==> src/rtl/slow_to_fast_sync.sv <==
// Captures words launched on a slow, asynchronous clock level into the fast
// domain, checks them for stability and queues them in a 2-entry buffer.
module slow_to_fast_sync #(
  parameter int WIDTH       = 12,
  parameter int SYNC_STAGES = 2,
  parameter int MAX_RETRY   = 3
) (
  input  logic             fast_clk,
  input  logic             reset,
  input  logic             slow_clk_in,
  input  logic [WIDTH-1:0] d,
  output logic [WIDTH-1:0] q,
  output logic             q_valid,
  input  logic             q_ready,
  output logic             q_glitch,
  output logic             overrun
);

  localparam int RW = (MAX_RETRY > 0) ? $clog2(MAX_RETRY + 1) : 1;
  localparam logic [RW-1:0] RMAX = RW'(MAX_RETRY);
  localparam int LAST = SYNC_STAGES - 1;

  typedef enum logic [1:0] {
    IDLE,
    SAMPLE,
    CHECK
  } state_t;

  logic [SYNC_STAGES-1:0] sync;
  logic [SYNC_STAGES-1:0] seen;
  logic                   hist;
  logic                   armed;
  logic                   rise;

  // armed needs a genuine low sample after reset, so a level that was
  // already high at release cannot masquerade as a rising edge.
  always_ff @(posedge fast_clk or posedge reset) begin
    if (reset) begin
      sync  <= '0;
      seen  <= '0;
      hist  <= 1'b0;
      armed <= 1'b0;
    end else begin
      sync <= {sync[SYNC_STAGES-2:0], slow_clk_in};
      seen <= {seen[SYNC_STAGES-2:0], 1'b1};
      hist <= sync[LAST];
      if (seen[LAST] && !sync[LAST]) begin
        armed <= 1'b1;
      end
    end
  end

  assign rise = sync[LAST] & ~hist & armed;

  state_t           state;
  state_t           state_n;
  logic [WIDTH-1:0] shadow;
  logic [WIDTH-1:0] shadow_n;
  logic [RW-1:0]    retry;
  logic [RW-1:0]    retry_n;
  logic             push;
  logic             push_glitch;
  logic [WIDTH-1:0] push_data;

  always_ff @(posedge fast_clk or posedge reset) begin
    if (reset) begin
      state  <= IDLE;
      shadow <= '0;
      retry  <= '0;
    end else begin
      state  <= state_n;
      shadow <= shadow_n;
      retry  <= retry_n;
    end
  end

  always_comb begin
    state_n     = state;
    shadow_n    = shadow;
    retry_n     = retry;
    push        = 1'b0;
    push_data   = shadow;
    push_glitch = 1'b0;
    unique case (state)
      IDLE: begin
        if (rise) begin
          state_n = SAMPLE;
        end
      end
      SAMPLE: begin
        shadow_n = d;
        retry_n  = '0;
        state_n  = CHECK;
      end
      CHECK: begin
        if (d == shadow) begin
          push    = 1'b1;
          state_n = IDLE;
        end else if (retry < RMAX) begin
          shadow_n = d;
          retry_n  = retry + 1'b1;
        end else begin
          push        = 1'b1;
          push_data   = d;
          push_glitch = 1'b1;
          state_n     = IDLE;
        end
      end
      default: state_n = IDLE;
    endcase
  end

  logic [WIDTH:0] mem [2];
  logic           rd_ptr;
  logic [1:0]     cnt;
  logic           pop;
  logic           full;
  logic           push_ok;
  logic           wr_idx;

  assign pop     = (cnt != 2'd0) & q_ready;
  assign full    = (cnt == 2'd2);
  assign push_ok = push & (~full | pop);
  // When full, the slot being popped is the one at rd_ptr.
  assign wr_idx  = rd_ptr ^ cnt[0];

  always_ff @(posedge fast_clk or posedge reset) begin
    if (reset) begin
      mem[0]  <= '0;
      mem[1]  <= '0;
      rd_ptr  <= 1'b0;
      cnt     <= 2'd0;
      overrun <= 1'b0;
    end else begin
      if (push_ok) begin
        mem[wr_idx] <= {push_glitch, push_data};
      end
      if (pop) begin
        rd_ptr <= ~rd_ptr;
      end
      cnt <= cnt + {1'b0, push_ok} - {1'b0, pop};
      if (push && full && !pop) begin
        overrun <= 1'b1;
      end
    end
  end

  assign q_valid  = (cnt != 2'd0);
  assign q        = q_valid ? mem[rd_ptr][WIDTH-1:0] : '0;
  assign q_glitch = q_valid & mem[rd_ptr][WIDTH];

endmodule

==> config.mk <==
export PLATFORM = sky130hd
export DESIGN_NAME = slow_to_fast_sync
export DESIGN_NICKNAME = d
export VERILOG_FILES = /design/src/rtl/slow_to_fast_sync.sv
export SDC_FILE = /design/constraint.sdc
export NUM_CORES = 1
export LEC_CHECK = 0
export ABC_AREA = 1
export BUFFER_PORTS_ARGS = -buffer_cell sky130_fd_sc_hd__buf_4
export CORE_UTILIZATION = 44
export DETAILED_ROUTE_END_ITERATION = 16
export PLACE_DENSITY = 0.61
export SLEW_MARGIN = 20
export SYNTH_ARGS = -nofsm -noshare
export SYNTH_HDL_FRONTEND = slang
export SYNTH_SLANG_ARGS = --single-unit
==> constraint.sdc <==
create_clock -name fast_clk -period 2.6 [get_ports fast_clk]
set_input_delay 0 -clock fast_clk [delete_from_list [all_inputs] [get_ports fast_clk]]
set_output_delay 0 -clock fast_clk [all_outputs]
set_load 0.05 [all_outputs]
==> results of run 1 <==
-- layout by cell type (no fill, tap or decap), types with 3 or more instances in the layout --
master,Yosys,layout
o21ai_1,11,11
xnor2_1,6,6
clkbuf_8,0,6
o21ai_0,25,25
dlygate4sd3_1,0,14
nand4_1,26,26
ha_1,3,3
nor2_1,3,3
inv_1,29,28
nand2_1,164,164
inv_2,6,6
a21oi_1,13,13
buf_4,1,36
dfrtp_1,52,52
nor2_2,3,3
-- critical path, delay by kind of cell, from the launching register on --
| kind | cells | cell delay, ns |
|---|---|---|
| AOI/OAI and AO/OA | 1 | 0.18 |
| xor gates and xnor gates | 1 | 0.12 |
| and+or+nand+nor | 1 | 0.08 |
| DFF | 1 | 0.38 |
| adders and majority gates | 3 | 0.82 |
| buffers and inverters | 2 | 0.24 |
-- final cells by class --
cell class	count	area, sq um
well taps	77	96.3
repair buffers	50	410
fillers	654	2940
clock inverters	2	38.8
inverters	35	134
multi-input cells	271	1350
flip-flops and latches	52	1300
clock buffers	6	82.6
-- through the flow --
step	total power, uW	hold slack (ns)	instance area, sq um
floorplan	2820	0.0314	2900
global placement	3260	0.109	3150
detailed placement	3280	0.110	3150
CTS	3890	0.0964	3410
global route	4190	0.118	3410
finish	3860	0.104	3410
-- how the worst min path moves through the flow --
stage                               to  slack [ns]  depth (start not counted)
floorplan            sync[0]$_DFF_PP0_        0.03                          0
global placement     sync[0]$_DFF_PP0_        0.11                          1
detailed placement   sync[0]$_DFF_PP0_        0.11                          1
CTS                 rd_ptr$_DFFE_PP0P_         0.1                          4
global route        rd_ptr$_DFFE_PP0P_        0.12                          4
finish              rd_ptr$_DFFE_PP0P_        0.10                          4
-- synth_stat cells --
cell / n / area (sq um)
nand2_1: 164 / 616
dfrtp_1: 52 / 1300
inv_1: 29 / 109
nand4_1: 26 / 163
o21ai_0: 25 / 125
a21oi_1: 13 / 65.1
o21ai_1: 11 / 55.1
buf_2: 9 / 45.0
clkbuf_1: 7 / 26.3
inv_2: 6 / 22.5
xnor2_1: 6 / 52.6
buf_6: 3 / 33.8
ha_1: 3 / 37.5
nor2_1: 3 / 11.3
nor2_2: 3 / 18.8
nand4_2: 2 / 25.0
nor2_4: 2 / 22.5
nor2_8: 2 / 40.0
a21o_1: 1 / 7.51
a21oi_4: 1 / 16.3
buf_1: 1 / 3.75
buf_4: 1 / 7.51
conb_1: 1 / 3.75
nand2_4: 1 / 11.3
nand3_1: 1 / 5.00
nand3_4: 1 / 17.5
nand3b_1: 1 / 7.51
nor3_1: 1 / 5.00
o21bai_1: 1 / 7.51
xnor2_4: 1 / 27.5
xor2_1: 1 / 8.76
-- cells by family after synthesis --
| logic type | after synthesis | share of synthesized area |
|---|---|---|
| adders and majority gates | 3 | 0.0130 |
| and+or+nand+nor | 207 | 0.325 |
| xor gates and xnor gates | 8 | 0.0307 |
| other | 1 | 0.00129 |
| DFF | 52 | 0.449 |
| buffers and inverters | 56 | 0.0855 |
| AOI/OAI and AO/OA | 52 | 0.0954 |
-- where the power goes --
part,total (uW),internal [uW],leakage (uW),switching (uW)
Clock,588,315,0.0000614,273
Combinational,2000,624,0.00101,1380
Sequential,1270,1080,0.000665,194
-- repair_timing --
action,CTS,global route
hold buffers,14,0
endpoints found under the hold margin,65,0
resized for setup,0,0
-- sequential cells by signal, summed over array words and instances, names as in the netlist --
register,flops
hist,1
overrun,1
armed,1
cnt,2
seen,2
mem,26
shadow,12
sync,2
retry,2
rd_ptr,1
state,2
-- per-layer routing --
metal,global-route usage,share of wire
met1,0.269,0.49
met2,0.327,0.46
met3,0.0308,0.040
met4,0.0376,0.0033
met5,0,0
==> flow_metrics.env, run 1 <==
export IMPL_cp_end_kind="flip-flop"
export IMPL_crit_path_top_delay_cell="dfrtp_1"
export IMPL_clockRootBuffer="clkbuf_8"
export IMPL_core_area_sq_um=6350
export IMPL_synth_cell_types=31
export IMPL_htreeDepth=2
export IMPL_cts_buffers=5
export IMPL_cts_sinks=52
export IMPL_grt_max_degree=53
export IMPL_placementRows=29
export IMPL_slew_viol_final=0
export IMPL_tightestPinTransition_ns=0.710
export IMPL_status="finished clean"
export IMPL_hold_class="in -> reg"
export IMPL_dr_pass1_iters=4
export IMPL_insertion_delay_ns=0.30
export IMPL_ios=31
export IMPL_endpoint="cnt[1]$_DFF_PP0_"
export IMPL_grt_setup_unrepaired="no"
export IMPL_min_from="q_ready"
export IMPL_clk_pin_slew_worst_paths_ns=0.09
export IMPL_crit_chain="ha_1 -> inv_1 -> a21oi_4 -> nand2_1 -> ha_1 -> inv_1 -> ha_1 -> xnor2_1"
export IMPL_areaGrowthSynthToFinish_pct=17.7
export IMPL_synth_seq_area_share=0.449
export IMPL_fin_crit_ns=1.92
export IMPL_synth_area_sq_um=2900
export IMPL_n_antenna_cell=0
export IMPL_drive_gt1_frac=0.154
export IMPL_crit_fanout=12
export IMPL_grt_pass1_wl_mm=10.9
export IMPL_place_gp_congestion=0.778
export IMPL_max_slew_margin_rel=0.526
export IMPL_ys_warn_count=0
export IMPL_io_buffers=30
export IMPL_viasPerCell=5.02
export IMPL_r2r_end="cnt[1]$_DFF_PP0_"
export IMPL_power_leakage_uw=0.00174
export IMPL_hpwl_mm=4.12
export IMPL_fin_skew_ns=0.00765
export IMPL_instances_no_fill=493
export IMPL_cts_tree="built"
export IMPL_synth_nets=398
export IMPL_pre_cts_ws_ns=0.672
export IMPL_cpMostUsedCell="ha_1"
export IMPL_syn_inst=379
export IMPL_cts_buffer_depth=2
export IMPL_track_usage=0.195
export IMPL_dieHeight_um=83.2
export IMPL_worst_r2r_startpoint="retry[0]$_DFFE_PP0P_"
export IMPL_finalCritPeriodShare=0.738
export IMPL_drc=0
export IMPL_crit_path_max_incr_delay_ns=0.38
export IMPL_initial_core_util=0.456
export IMPL_dieWidth_um=83.2
export IMPL_crit_type="reg -> reg"
export IMPL_ys_seq_elements=52
export IMPL_cts_setup_buffers=0
export IMPL_ant_nets=0
export IMPL_finalWirelength_mm=6.15
export IMPL_dp_cells=471
export IMPL_fin_nets=434
export IMPL_cp_arrival_ns=2.12
export IMPL_utilization=0.537
export IMPL_cellPowerDensity_nw_per_um2=1130
export IMPL_maxCapViolCount=0
export IMPL_fmax_mhz=521
export IMPL_antenna_found_initial=0
export IMPL_avgSynthCellArea_sq_um=7.65
export IMPL_drt_initial_drc_count=165
export IMPL_required_ns=2.80
export IMPL_hold_viol=0
export IMPL_final_setup_tns_ns=0
export IMPL_worstRegToRegCells=8
export IMPL_worst_setup_path_start_kind="flip-flop"
export IMPL_crit_start="retry[0]$_DFFE_PP0P_"
export IMPL_grt_ovfl_total=0
export IMPL_setup_ws_ns=0.681
export IMPL_wl_per_cell_um=12.5
export IMPL_first_global_vias=2307
export IMPL_vias=2476
export IMPL_ir_drop_mv=0.534
export IMPL_r2r_setup_slack_ns=0.68
export IMPL_setup_violations=0
export IMPL_dieArea_sq_um=6910
Note: power is estimated with default switching activity, not from simulation.
==> inputs of run 2 (changes only) <==
clock period = 2 ns   (was 2.6 ns; I/O delays follow)
==> run 2 against run 1 <==
Compared with the run above: utilization grew 0.41 points; wire length grew 3.4%; count of clock-buffer cells in the layout stayed put; setup slack got worse by 0.54 ns; via count grew 0.32%; critical path depth grew 4; power grew 30%; first-iteration DRC count down 19%; register-to-register slack worse by 0.54 ns; global-route usage up 0.37 points; largest cell class unchanged; largest power group unchanged.
==> flow_metrics.env, run 2 (same netlist as run 1, synthesis figures left out) <==
export IMPL_holdPathEnd="rd_ptr$_DFFE_PP0P_"
export IMPL_first_global_vias=2435
export IMPL_grt_pass1_wl_mm=11.2
export IMPL_dieArea_sq_um=6910
export IMPL_grt_use_met1=0.272
export IMPL_ant_nets=0
export IMPL_cellPowerDensity_nw_per_um2=1460
export IMPL_worst_setup_path_start_kind="flip-flop"
export IMPL_track_usage=0.199
export IMPL_place_gp_congestion=0.772
export IMPL_r2r_setup_slack_ns=0.14
export IMPL_wl_per_cell_um=12.7
export IMPL_crit_chain="inv_1 -> nand2_1 -> nand2_1 -> nand2_1 -> nor2_4 -> nand3_4 -> a21oi_4 -> nand2_1 -> ha_1 -> inv_1 -> ha_1 -> xnor2_1"
export IMPL_tightestPinTransition_ns=0.673
export IMPL_seqPwrFrac=0.331
export IMPL_dieHeight_um=83.2
export IMPL_internal_power_uw=2580
export IMPL_largest_reg_flops=26
export IMPL_maxCapViolCount=0
export IMPL_cpMostUsedCell="nand2_1"
export IMPL_n_antenna_cell=0
export IMPL_hpwl_mm=4.32
export IMPL_io_buffers=30
export IMPL_worstRegToRegCells=12
export IMPL_clk_pin_slew_worst_paths_ns=0.10
export IMPL_slew_viol_final=0
export IMPL_clockRootBuffer="clkbuf_8"
export IMPL_setup_violations=0
export IMPL_placementRows=29
export IMPL_fillCellCount=629
export IMPL_htreeDepth=2
export IMPL_use_met2=0.338
export IMPL_grt_max_degree=53
export IMPL_areaGrowthSynthToFinish_pct=18.7
export IMPL_dr_pass1_iters=4
export IMPL_crit_path_top_delay_cell="dfrtp_1"
export IMPL_power_leakage_uw=0.00175
export IMPL_cts_sinks=52
export IMPL_layout_commonest_cell="nand2_1"
export IMPL_initial_core_util=0.456
export IMPL_antenna_found_initial=0
export IMPL_hold_class="in -> reg"
export IMPL_final_setup_tns_ns=0
export IMPL_drc=0
export IMPL_cp_arrival_ns=2.06
export IMPL_r2r_end="cnt[1]$_DFF_PP0_"
export IMPL_crit_fanout=3
export IMPL_fin_skew_ns=0.00886
export IMPL_regMostFlops="mem"
export IMPL_crit_type="reg -> reg"
export IMPL_max_slew_margin_rel=0.551
export IMPL_finalWirelength_mm=6.36
export IMPL_fin_crit_ns=1.86
export IMPL_worst_r2r_startpoint="shadow[11]$_DFFE_PP0P_"
export IMPL_grt_setup_unrepaired="no"
export IMPL_holdPathStages=4
export IMPL_drt_initial_drc_count=134
export IMPL_ios=31
export IMPL_fmax_mhz=538
export IMPL_viasPerCell=4.97
export IMPL_cts_buffers=5
export IMPL_vias=2484
export IMPL_switchingPower_uw=2440
export IMPL_cp_num_buf_inv=2
export IMPL_core_area_sq_um=6350
export IMPL_p_clk_frac=0.130
export IMPL_grt_ovfl_total=0
export IMPL_finish_instance_area_sq_um=3440
export IMPL_cp_end_kind="flip-flop"
export IMPL_finalCritPeriodShare=0.929
export IMPL_p_comb_frac=0.540
export IMPL_dieWidth_um=83.2
export IMPL_required_ns=2.20
export IMPL_crit_path_max_incr_delay_ns=0.41
export IMPL_status="finished clean"
export IMPL_p_sw_frac=0.486
export IMPL_fin_nets=441
export IMPL_final_cell_mix="164 x nand2_1, 52 x dfrtp_1, 43 x buf_4"
export IMPL_insertion_delay_ns=0.31
export IMPL_place_area_sq_um=3190
export IMPL_cts_tree="built"
export IMPL_min_from="q_ready"
export IMPL_reg_top3="mem (26), shadow (12)"
export IMPL_cts_buffer_depth=2
export IMPL_hold_viol=0
export IMPL_ir_drop_mv=0.703
export IMPL_cpLargestDelayFamily="simple AND/OR/NAND/NOR gates"
export IMPL_met3_usage=0.0298
export IMPL_drive_gt1_frac=0.170
export IMPL_grt_busiest_layer="met2"
## run 2: cell types whose count changed in the layout (fill, tap and decap cells not counted), sizes merged
cell and change:
clkinvlp +2, bufinv -1, clkinv -1, buf +7
## run 2: final cells by class
type / instances / area [sq um] / area share
multi-input combinational: 271 / 1350 / 0.392
inverter: 35 / 131 / 0.0382
clock inverter: 2 / 15.0 / 0.00437
clock buffer: 6 / 82.6 / 0.0240
sequential: 52 / 1300 / 0.378
tap: 77 / 96.3 / 0.0280
timing repair buffer: 57 / 463 / 0.135
## run 2: worst max path at each step
stage,endpoint,depth (start not counted),startpoint
finish,cnt[1]$_DFF_PP0_,12,shadow[11]$_DFFE_PP0P_
global route,cnt[1]$_DFF_PP0_,12,shadow[0]$_DFFE_PP0P_
CTS,cnt[1]$_DFF_PP0_,12,shadow[6]$_DFFE_PP0P_
detailed placement,cnt[1]$_DFF_PP0_,12,shadow[6]$_DFFE_PP0P_
global placement,cnt[1]$_DFF_PP0_,12,shadow[0]$_DFFE_PP0P_
floorplan,cnt[1]$_DFF_PP0_,10,retry[0]$_DFFE_PP0P_
## run 2: timing repair
item	CTS	global route
endpoints found under the setup margin	0	2
hold buffers	14	0
resized for setup	0	1
hold endpoints to repair	65	0
buffers inserted	0	1
## run 2: power by group through the flow
| stage | logic (uW) | registers (uW) | clock network, uW |
|---|---|---|---|
| after floorplan | 2030 | 1640 | 0 |
| after global placement | 2680 | 1670 | 0 |
| after detailed placement | 2690 | 1680 | 0 |
| after CTS | 2730 | 1660 | 666 |
| after global routing | 3030 | 1700 | 698 |
| final | 2710 | 1660 | 651 |
## run 2: worst register-to-register path: stages (launching register included)
cell and delay, ns:
dfrtp_1 0.41, inv_1 0.08, nand2_1 0.05, nand2_1 0.06, nand2_1 0.08, nor2_4 0.14
nand3_4 0.11, a21oi_4 0.15, nand2_1 0.07, ha_1 0.27, inv_1 0.04, ha_1 0.17
xnor2_1 0.12
## run 2: metal layers
layer,vias up,share of wire
met2,39,0.48
met1,1153,0.49
met4,0,0.0055
met5,-,0
met3,5,0.029
li1,1287,-
## run 2: through the flow
stage          hold WS (ns)  utilization  total power [uW]  cells  setup slack [ns]
3_5_place_dp          0.111        0.503              4370    477             0.143
2_1_floorplan        0.0314            -              3670    379           0.00625
4_1_cts              0.0881        0.540              5050    499             0.121
6_report             0.0908        0.541              5020    500             0.142
3_3_place_gp          0.110        0.503              4350    477             0.181
5_1_grt               0.116        0.541              5430    500            0.0174
